### src/rtl/mips_pkg.sv
// Shared types and encodings for the MIPS hazard/forwarding logic.
// Select codes for the D and E operand muxes and the Tnew/Tuse type.
package mips_pkg;

    typedef logic [1:0] tnew_t;

    localparam logic [1:0] FWD_D_RF = 2'd0;
    localparam logic [1:0] FWD_D_E  = 2'd1;
    localparam logic [1:0] FWD_D_M  = 2'd2;

    localparam logic [1:0] FWD_E_HOLD = 2'd0;
    localparam logic [1:0] FWD_E_M    = 2'd1;
    localparam logic [1:0] FWD_E_W    = 2'd2;

    localparam tnew_t TUSE_NONE = 2'd3;

    function automatic tnew_t tnew_dec(input tnew_t t);
        return (t == 2'd0) ? 2'd0 : t - 2'd1;
    endfunction

endpackage

### src/rtl/md_busy_cnt.sv
// Multiply/divide busy counter: loads on an E-stage start,
// then counts down to zero; busy while non-zero.
module md_busy_cnt #(
    parameter int MULT_CYCLES = 5,
    parameter int DIV_CYCLES  = 10,
    parameter int CNT_W       = 4
) (
    input  logic clk,
    input  logic reset,
    input  logic start,
    input  logic is_div,
    output logic busy
);

    localparam logic [CNT_W-1:0] MULT_LD = CNT_W'(MULT_CYCLES);
    localparam logic [CNT_W-1:0] DIV_LD  = CNT_W'(DIV_CYCLES);

    logic [CNT_W-1:0] count;

    always_ff @(posedge clk) begin
        if (reset) begin
            count <= '0;
        end else if (start) begin
            count <= is_div ? DIV_LD : MULT_LD;
        end else if (count != '0) begin
            count <= count - 1'b1;
        end
    end

    assign busy = (count != '0);

endmodule

### src/rtl/pipe_hazard_ctrl.sv
// Hazard and forwarding control for the 5-stage pipeline.
// Tracks register numbers/Tnew through E, M and W shadows.
module pipe_hazard_ctrl
    import mips_pkg::*;
#(
    parameter int MULT_CYCLES = 5,
    parameter int DIV_CYCLES  = 10,
    parameter int CNT_W       = 4
) (
    input  logic       clk,
    input  logic       reset,
    input  logic [4:0] d_rs,
    input  logic [4:0] d_rt,
    input  logic [1:0] d_tuse_rs,
    input  logic [1:0] d_tuse_rt,
    input  logic [4:0] d_wa,
    input  logic [1:0] d_tnew,
    input  logic       d_md_use,
    input  logic       e_md_start,
    input  logic       e_md_div,
    output logic       stall,
    output logic       f_we,
    output logic       d_we,
    output logic       e_clr,
    output logic [1:0] fwd_d_rs,
    output logic [1:0] fwd_d_rt,
    output logic [1:0] fwd_e_rs,
    output logic [1:0] fwd_e_rt,
    output logic       md_busy
);

    logic [4:0] e_rs, e_rt, e_wa;
    tnew_t      e_tnew;
    logic [4:0] m_wa;
    tnew_t      m_tnew;
    logic [4:0] w_wa;

    logic hz_rs, hz_rt, hz_md;

    function automatic logic data_hz(
        input logic [4:0] r,
        input tnew_t      tuse,
        input logic [4:0] ewa,
        input tnew_t      et,
        input logic [4:0] mwa,
        input tnew_t      mt
    );
        if (r == 5'd0 || tuse == TUSE_NONE) return 1'b0;
        return (r == ewa && et > tuse) || (r == mwa && mt > tuse);
    endfunction

    function automatic logic [1:0] sel_d(
        input logic [4:0] r,
        input logic       hz,
        input logic [4:0] ewa,
        input tnew_t      et,
        input logic [4:0] mwa,
        input tnew_t      mt
    );
        if (hz || r == 5'd0) return FWD_D_RF;
        if (r == ewa && et == 2'd0) return FWD_D_E;
        if (r == mwa && mt == 2'd0) return FWD_D_M;
        return FWD_D_RF;
    endfunction

    function automatic logic [1:0] sel_e(
        input logic [4:0] r,
        input logic [4:0] mwa,
        input tnew_t      mt,
        input logic [4:0] wwa
    );
        if (r == 5'd0) return FWD_E_HOLD;
        if (r == mwa && mt == 2'd0) return FWD_E_M;
        if (r == wwa) return FWD_E_W;
        return FWD_E_HOLD;
    endfunction

    // A stalled D instruction leaves a bubble in E behind it.
    always_ff @(posedge clk) begin
        if (reset) begin
            e_rs   <= '0;
            e_rt   <= '0;
            e_wa   <= '0;
            e_tnew <= '0;
            m_wa   <= '0;
            m_tnew <= '0;
            w_wa   <= '0;
        end else begin
            if (stall) begin
                e_rs   <= '0;
                e_rt   <= '0;
                e_wa   <= '0;
                e_tnew <= '0;
            end else begin
                e_rs   <= d_rs;
                e_rt   <= d_rt;
                e_wa   <= d_wa;
                e_tnew <= d_tnew;
            end
            m_wa   <= e_wa;
            m_tnew <= tnew_dec(e_tnew);
            w_wa   <= m_wa;
        end
    end

    md_busy_cnt #(
        .MULT_CYCLES(MULT_CYCLES),
        .DIV_CYCLES (DIV_CYCLES),
        .CNT_W      (CNT_W)
    ) u_md_busy_cnt (
        .clk   (clk),
        .reset (reset),
        .start (e_md_start),
        .is_div(e_md_div),
        .busy  (md_busy)
    );

    always_comb begin
        hz_rs = data_hz(d_rs, d_tuse_rs, e_wa, e_tnew, m_wa, m_tnew);
        hz_rt = data_hz(d_rt, d_tuse_rt, e_wa, e_tnew, m_wa, m_tnew);
        hz_md = d_md_use && (md_busy || e_md_start);
    end

    assign stall = hz_rs | hz_rt | hz_md;
    assign f_we  = ~stall;
    assign d_we  = ~stall;
    assign e_clr = stall;

    assign fwd_d_rs = sel_d(d_rs, hz_rs, e_wa, e_tnew, m_wa, m_tnew);
    assign fwd_d_rt = sel_d(d_rt, hz_rt, e_wa, e_tnew, m_wa, m_tnew);
    assign fwd_e_rs = sel_e(e_rs, m_wa, m_tnew, w_wa);
    assign fwd_e_rt = sel_e(e_rt, m_wa, m_tnew, w_wa);

endmodule

### config.mk
export PLATFORM = sky130hd
export DESIGN_NAME = pipe_hazard_ctrl
export DESIGN_NICKNAME = d
export VERILOG_FILES = /design/src/rtl/mips_pkg.sv /design/src/rtl/md_busy_cnt.sv /design/src/rtl/pipe_hazard_ctrl.sv
export SDC_FILE = /design/constraint.sdc
export NUM_CORES = 1
export LEC_CHECK = 0
export BUFFER_PORTS_ARGS = -buffer_cell sky130_fd_sc_hd__buf_2
export CAP_MARGIN = 20
export CORE_MARGIN = 10
export CORE_UTILIZATION = 25
export DETAILED_ROUTE_END_ITERATION = 16
export SLEW_MARGIN = 30
export SYNTH_ARGS = -nofsm -noshare
export SYNTH_HDL_FRONTEND = slang
export SYNTH_SLANG_ARGS = --single-unit
### constraint.sdc
create_clock -name clk -period 6.9 [get_ports clk]
set_clock_uncertainty 0.05 [all_clocks]
set_input_delay 1.725 -clock clk [delete_from_list [all_inputs] [get_ports clk]]
set_output_delay 1.725 -clock clk [all_outputs]
set_load 0.005 [all_outputs]
* After elaboration in Yosys (flattened, before gate mapping) *
Cells that the tools add are included.

storage, ports and cells
  flip-flop bits (word level) = 33
  logic and storage cells = 112

cells by class
  add/subtract/negate cells = 2
  magnitude comparators = 4
  eq/ne operators = 10
  mux-type cells = 57
  bitwise operators = 3
  reduce and logical (&&, ||, !) cells = 28

operators by type and width
  cell                   number
  $mux W2                24
  $eq A5 B5 Y1           8
  $mux W1                30
  $logic_not A5 Y1       4
  $mux W4                3
  $logic_and A1 B1 Y1    11
  $gt A2 B2 Y1           4
  $logic_or A1 B1 Y1     7
  $eq A2 B2 Y1 const B   2
  $logic_not A2 Y1       2
  $reduce_bool A4 Y1     1
  $reduce_or A2 Y1       2
  $sub A4 B1 Y4 const B  1
  $or A1 B1 Y1           2
  $reduce_bool A2 Y1     1
  $sub A2 B1 Y2 const B  1
  $not A1 Y1             1

* Longest topological paths before layout *
  word-level depth = 12
  depth in mapped cells = 9

* Cells and area by module *
A second synthesis with hierarchy kept.

second synthesis, totals
  cells, all modules = 226
  area, all modules = 2038.2 um^2

by module, submodules not included
  module            instances  cells each  area an instance (um^2)
  pipe_hazard_ctrl  1          200         1805.5
  md_busy_cnt       1          26          232.7

* Worst setup path before layout *
OpenSTA, ideal clock, no wires.

  path type = in2out
  from = in d_tuse_rs[1]
  to = out f_we
  arrival = 3489 ps
  required time = 5125 ps
  slack = 1636 ps
  cell stages on the path = 9
  buffers on the path = 2
  cell sequence = inv_1 > ha_1 > nand2b_1 > a222oi_1 > nand3_1 > a21oi_2 > buf_2 > nor2_1 > buf_4

on the way
  cells in the longest elaborated chain, start to end = 7

ends and longest elaborated chain
  element                                                           line                                            RTL
  start, declared                                                   pipe_hazard_ctrl.sv:14                          input logic [1:0] d_tuse_rs,
  $gt A2 B2 Y1 / $eq A2 B2 Y1 (equally long branches)               pipe_hazard_ctrl.sv:49, pipe_hazard_ctrl.sv:48
  $logic_and A1 B1 Y1 / $logic_or A1 B1 Y1 (equally long branches)  pipe_hazard_ctrl.sv:49, pipe_hazard_ctrl.sv:48
  $logic_or A1 B1 Y1 / $mux W1 (equally long branches)              pipe_hazard_ctrl.sv:49, pipe_hazard_ctrl.sv:48
  $mux W1 *                                                         pipe_hazard_ctrl.sv:49                          return (r == ewa && et > tuse) || (r == mwa && mt > tuse);
  $or A1 B1 Y1 * (2 in a row)                                       pipe_hazard_ctrl.sv:124                         assign stall = hz_rs | hz_rt | hz_md;
  $not A1 Y1 *                                                      --
  end, declared                                                     pipe_hazard_ctrl.sv:22                          output logic f_we,

Mark *: on every way between the ends. The rest lies on a longest branch, timed or not.

* Final worst setup path *
  from = in d_tuse_rt[1]
  to = out f_we

on the way
  cells in the longest elaborated chain, start to end = 7

ends and longest elaborated chain
  element                                                           line                                            RTL
  start, declared                                                   pipe_hazard_ctrl.sv:15                          input logic [1:0] d_tuse_rt,
  $gt A2 B2 Y1 / $eq A2 B2 Y1 (equally long branches)               pipe_hazard_ctrl.sv:49, pipe_hazard_ctrl.sv:48
  $logic_and A1 B1 Y1 / $logic_or A1 B1 Y1 (equally long branches)  pipe_hazard_ctrl.sv:49, pipe_hazard_ctrl.sv:48
  $logic_or A1 B1 Y1 / $mux W1 (equally long branches)              pipe_hazard_ctrl.sv:49, pipe_hazard_ctrl.sv:48
  $mux W1 *                                                         pipe_hazard_ctrl.sv:49
  $or A1 B1 Y1 * (2 in a row)                                       pipe_hazard_ctrl.sv:124
  $not A1 Y1 *                                                      pipe_hazard_ctrl.sv:125                         assign f_we = ~stall;

Marks and branches as above.

==> out/qor.csv <==
metric,value,unit
Buf/Inv on CP,4,
Port Buf Inserts,38,
CP required,5120,ps
crit path time final,5370,ps
Crit Path Category,input port to output pin,
H-tree Lvls,2,
Max Fclk,186,MHz
HPWL after detailed placement,4060,µm
Synth Area in Adders,6.81,%
clock network power share,36.3,%
Syn Nets,252,
clock root cell,clkbuf_8,
Row Count,32,
io pins,39,
final WL,5150,µm
Worst slew margin,51.8,%
number of global-route vias before repair,1688,
Starting Density,25.9,%
Worst Setup Start Kind,input port,
CP Cell Sequence,buf_2 > inv_1 > ha_1 > a22oi_1 > o21ai_0 > or4_4 > o311ai_4 > buf_6 > nor2_1 > buf_2,
CP max stage delay,460,ps
Nets,286,
Cells after Synth,215,
die area,12100,µm²
worst slew pin tran,723,ps
CTS resizes,0,
Min Hold Slack,386,ps
Net Sw Frac,27.3,%
pre-CTS setup slack,1270,ps
Via density,4.62,
setup_tns,0,ps
core box area,7810,µm²
Finished Layout Cells,352,
RSZ-0062 raised after global routing,false,
first-pass GRT wire length,8520,µm
final worst-path cycle share,77.9,%
Hold Path Class,register to register,
top post-synthesis cells by area,"dfxtp_1 33%, xor2_1 10%, xnor2_1 7.8%",
final hold viol count,0,
pwr/cell area,213,nW/µm²
final setup margin,1530,ps
Final Cell Area,2410,µm²
synthesis-stage register bit count,33,
setup bufs post-CTS,0,
Internal,373,µW
DRT antenna net count,0,
number of synthesized flops with an enable pin,0,
Die Wd,110,µm
largest net degree at the start of global routing,34,
"Avg Cell Area, Syn",9.40,µm²
sequential power share,41.9,%
fillcell total,824,
setup violators final,0,
highest-delay cell along the critical path,or4_4,
Placed Area,2280,µm²
sequential area share after synthesis,32.7,%
Hold Buf Count CTS,0,
Gate power share,21.8,%
dominant cell type by area after synthesis,dfxtp_1,
asr flop ratio synth,0,%
Pleak,0.00100,µW
Compound-Gate Fraction of Synth Area,9.10,%
GRT overflow,0,
TritonRoute pass-1 iters,5,
status,"finished, final reports clean",
most common cell in the synthesized netlist,dfxtp_1,
largest family of logic cells by synthesized area,simple AND/OR/NAND/NOR gates,
TritonCTS clock tree,done,
DR WL/cell,14.6,µm
Setup crit end kind,output pin,
family with the most delay on the worst path,buffers and inverters,
routed vias,1625,
multiplexer area fraction after synthesis,0,%
Die Span Y,110,µm
Area Growth Syn to Fin,19.2,%
yosys warns,0,
Clock Sinks,33,
"Reg clk slew, reported paths",60,ps
crit path max fanout,13,
Max Cap Violations,0,
number of buffers created by CTS,5,
xor/xnor share of the synthesized area,17.8,%
"IR drop worst, VDD",0.000119,V
simple-gate area share of the yosys netlist,28.5,%
net switching power figure,140,µW
top cell type's share of synthesized area,32.7,%
# DRC,0,
top_reg_cell synth,dfxtp_1,
fraction of final layout cells sized beyond drive strength 1,25.2,%
Worst-Skew Late Latency,280,ps
routability congestion estimate,0.800,
synthesized cell area,2020,µm²
Worst EP arrival,3600,ps
Placed Instances,343,
most frequent CP cell,buf_2,
global-route usage over all layers,8.90,%
DR iter-0 viols,85,
antenna violations before repair,0,
post-synth cell types,39,
Max Slew Vio Count,0,
Clock Tree Buf Depth,2,
ANT cells,0,
most frequent cells after synthesis,"33 x dfxtp_1, 23 x xor2_1, 18 x xnor2_1, 13 x nor2_1, 13 x nor2b_1",
[area by class of cell]
class                           count  area, µm²  area share (%)
Inverter                           10       37.5            1.56
Clock buffer                        7       86.3            3.58
Timing Repair Buffer               40        209            8.68
Multi-Input combinational cell    159       1260            52.2
Clock inverter                      1       30.0            1.25
Sequential cell                    33        661            27.4
Tap cell                          102        128            5.30
[sequential cells by signal, indices dropped and copies added (netlist names)]
name	flops
m_tnew	2
e_rs	5
m_wa	5
w_wa	5
e_rt	5
e_wa	5
u_md_busy_cnt.count	4
e_tnew	2
[cells in the final DEF, fill, tap and decap left out, drive strengths merged, types with 3 or more instances in the layout]
cell and count:
nor2b 13, nand2 8, o21ai 3, inv 10
buf 40, nor3 9, or4 4, nand3 6
dfxtp 33, clkbuf 7, a21oi 7, a22oi 3
nor4 5, nor4b 17, xor2 23, xnor2 18
ha 11, a211oi 3, nor2 14
[power by group through the flow]
stage / combinational (µW) / clock (µW) / sequential (µW)
after floorplan: 82.2 / 0 / 214
after global placement: 108 / 0 / 219
after detailed placement: 112 / 0 / 219
after CTS: 112 / 191 / 215
after global routing: 127 / 199 / 217
final: 112 / 186 / 215
[worst paths after layout]
check,start,endpoint,slack [ps],depth (start not counted)
setup reg to reg,e_tnew[0],e_tnew[1],4730,8
hold / removal,e_tnew[0],m_tnew[0],390,1
setup / recovery,d_tuse_rt[1],f_we,1530,10
hold reg to reg,e_tnew[0],m_tnew[0],390,1
[logic make-up (layout without fill, tap and decap cells)]
group           count (synthesis)  count (layout)
compound gates                 22              22
xor+xnor                       41              41
fa+ha+maj                      11              11
buf+inv                        23              58
flops                          33              33
simple gates                   85              85
[metal layers]
layer	wire length, µm	vias up	part of all wire [%]	GRT usage (%)
met5	0	-	0	0
met4	56	0	1.1	2.79
met1	2180	771	42	10.3
li1	-	815	-	-
met2	2610	34	51	15.3
met3	299	5	5.8	2.81
[worst register-to-register path, cell delays in order, from the launching register on]
cell	delay, ps
dfxtp_1	340
inv_1	80
ha_1	280
a22oi_1	170
o21ai_0	170
or4_4	460
o311ai_4	150
buf_6	250
nor4b_2	80
[stage by stage]
| step | utilization [%] | total power (µW) |
|---|---|---|
| after global routing | 30.8 | 543 |
| after detailed placement | 29.2 | 331 |
| after CTS | 30.7 | 518 |
| after floorplan | - | 296 |
| final | 30.8 | 513 |
| after global placement | 29.2 | 328 |
(Power assumes the default switching activity.)
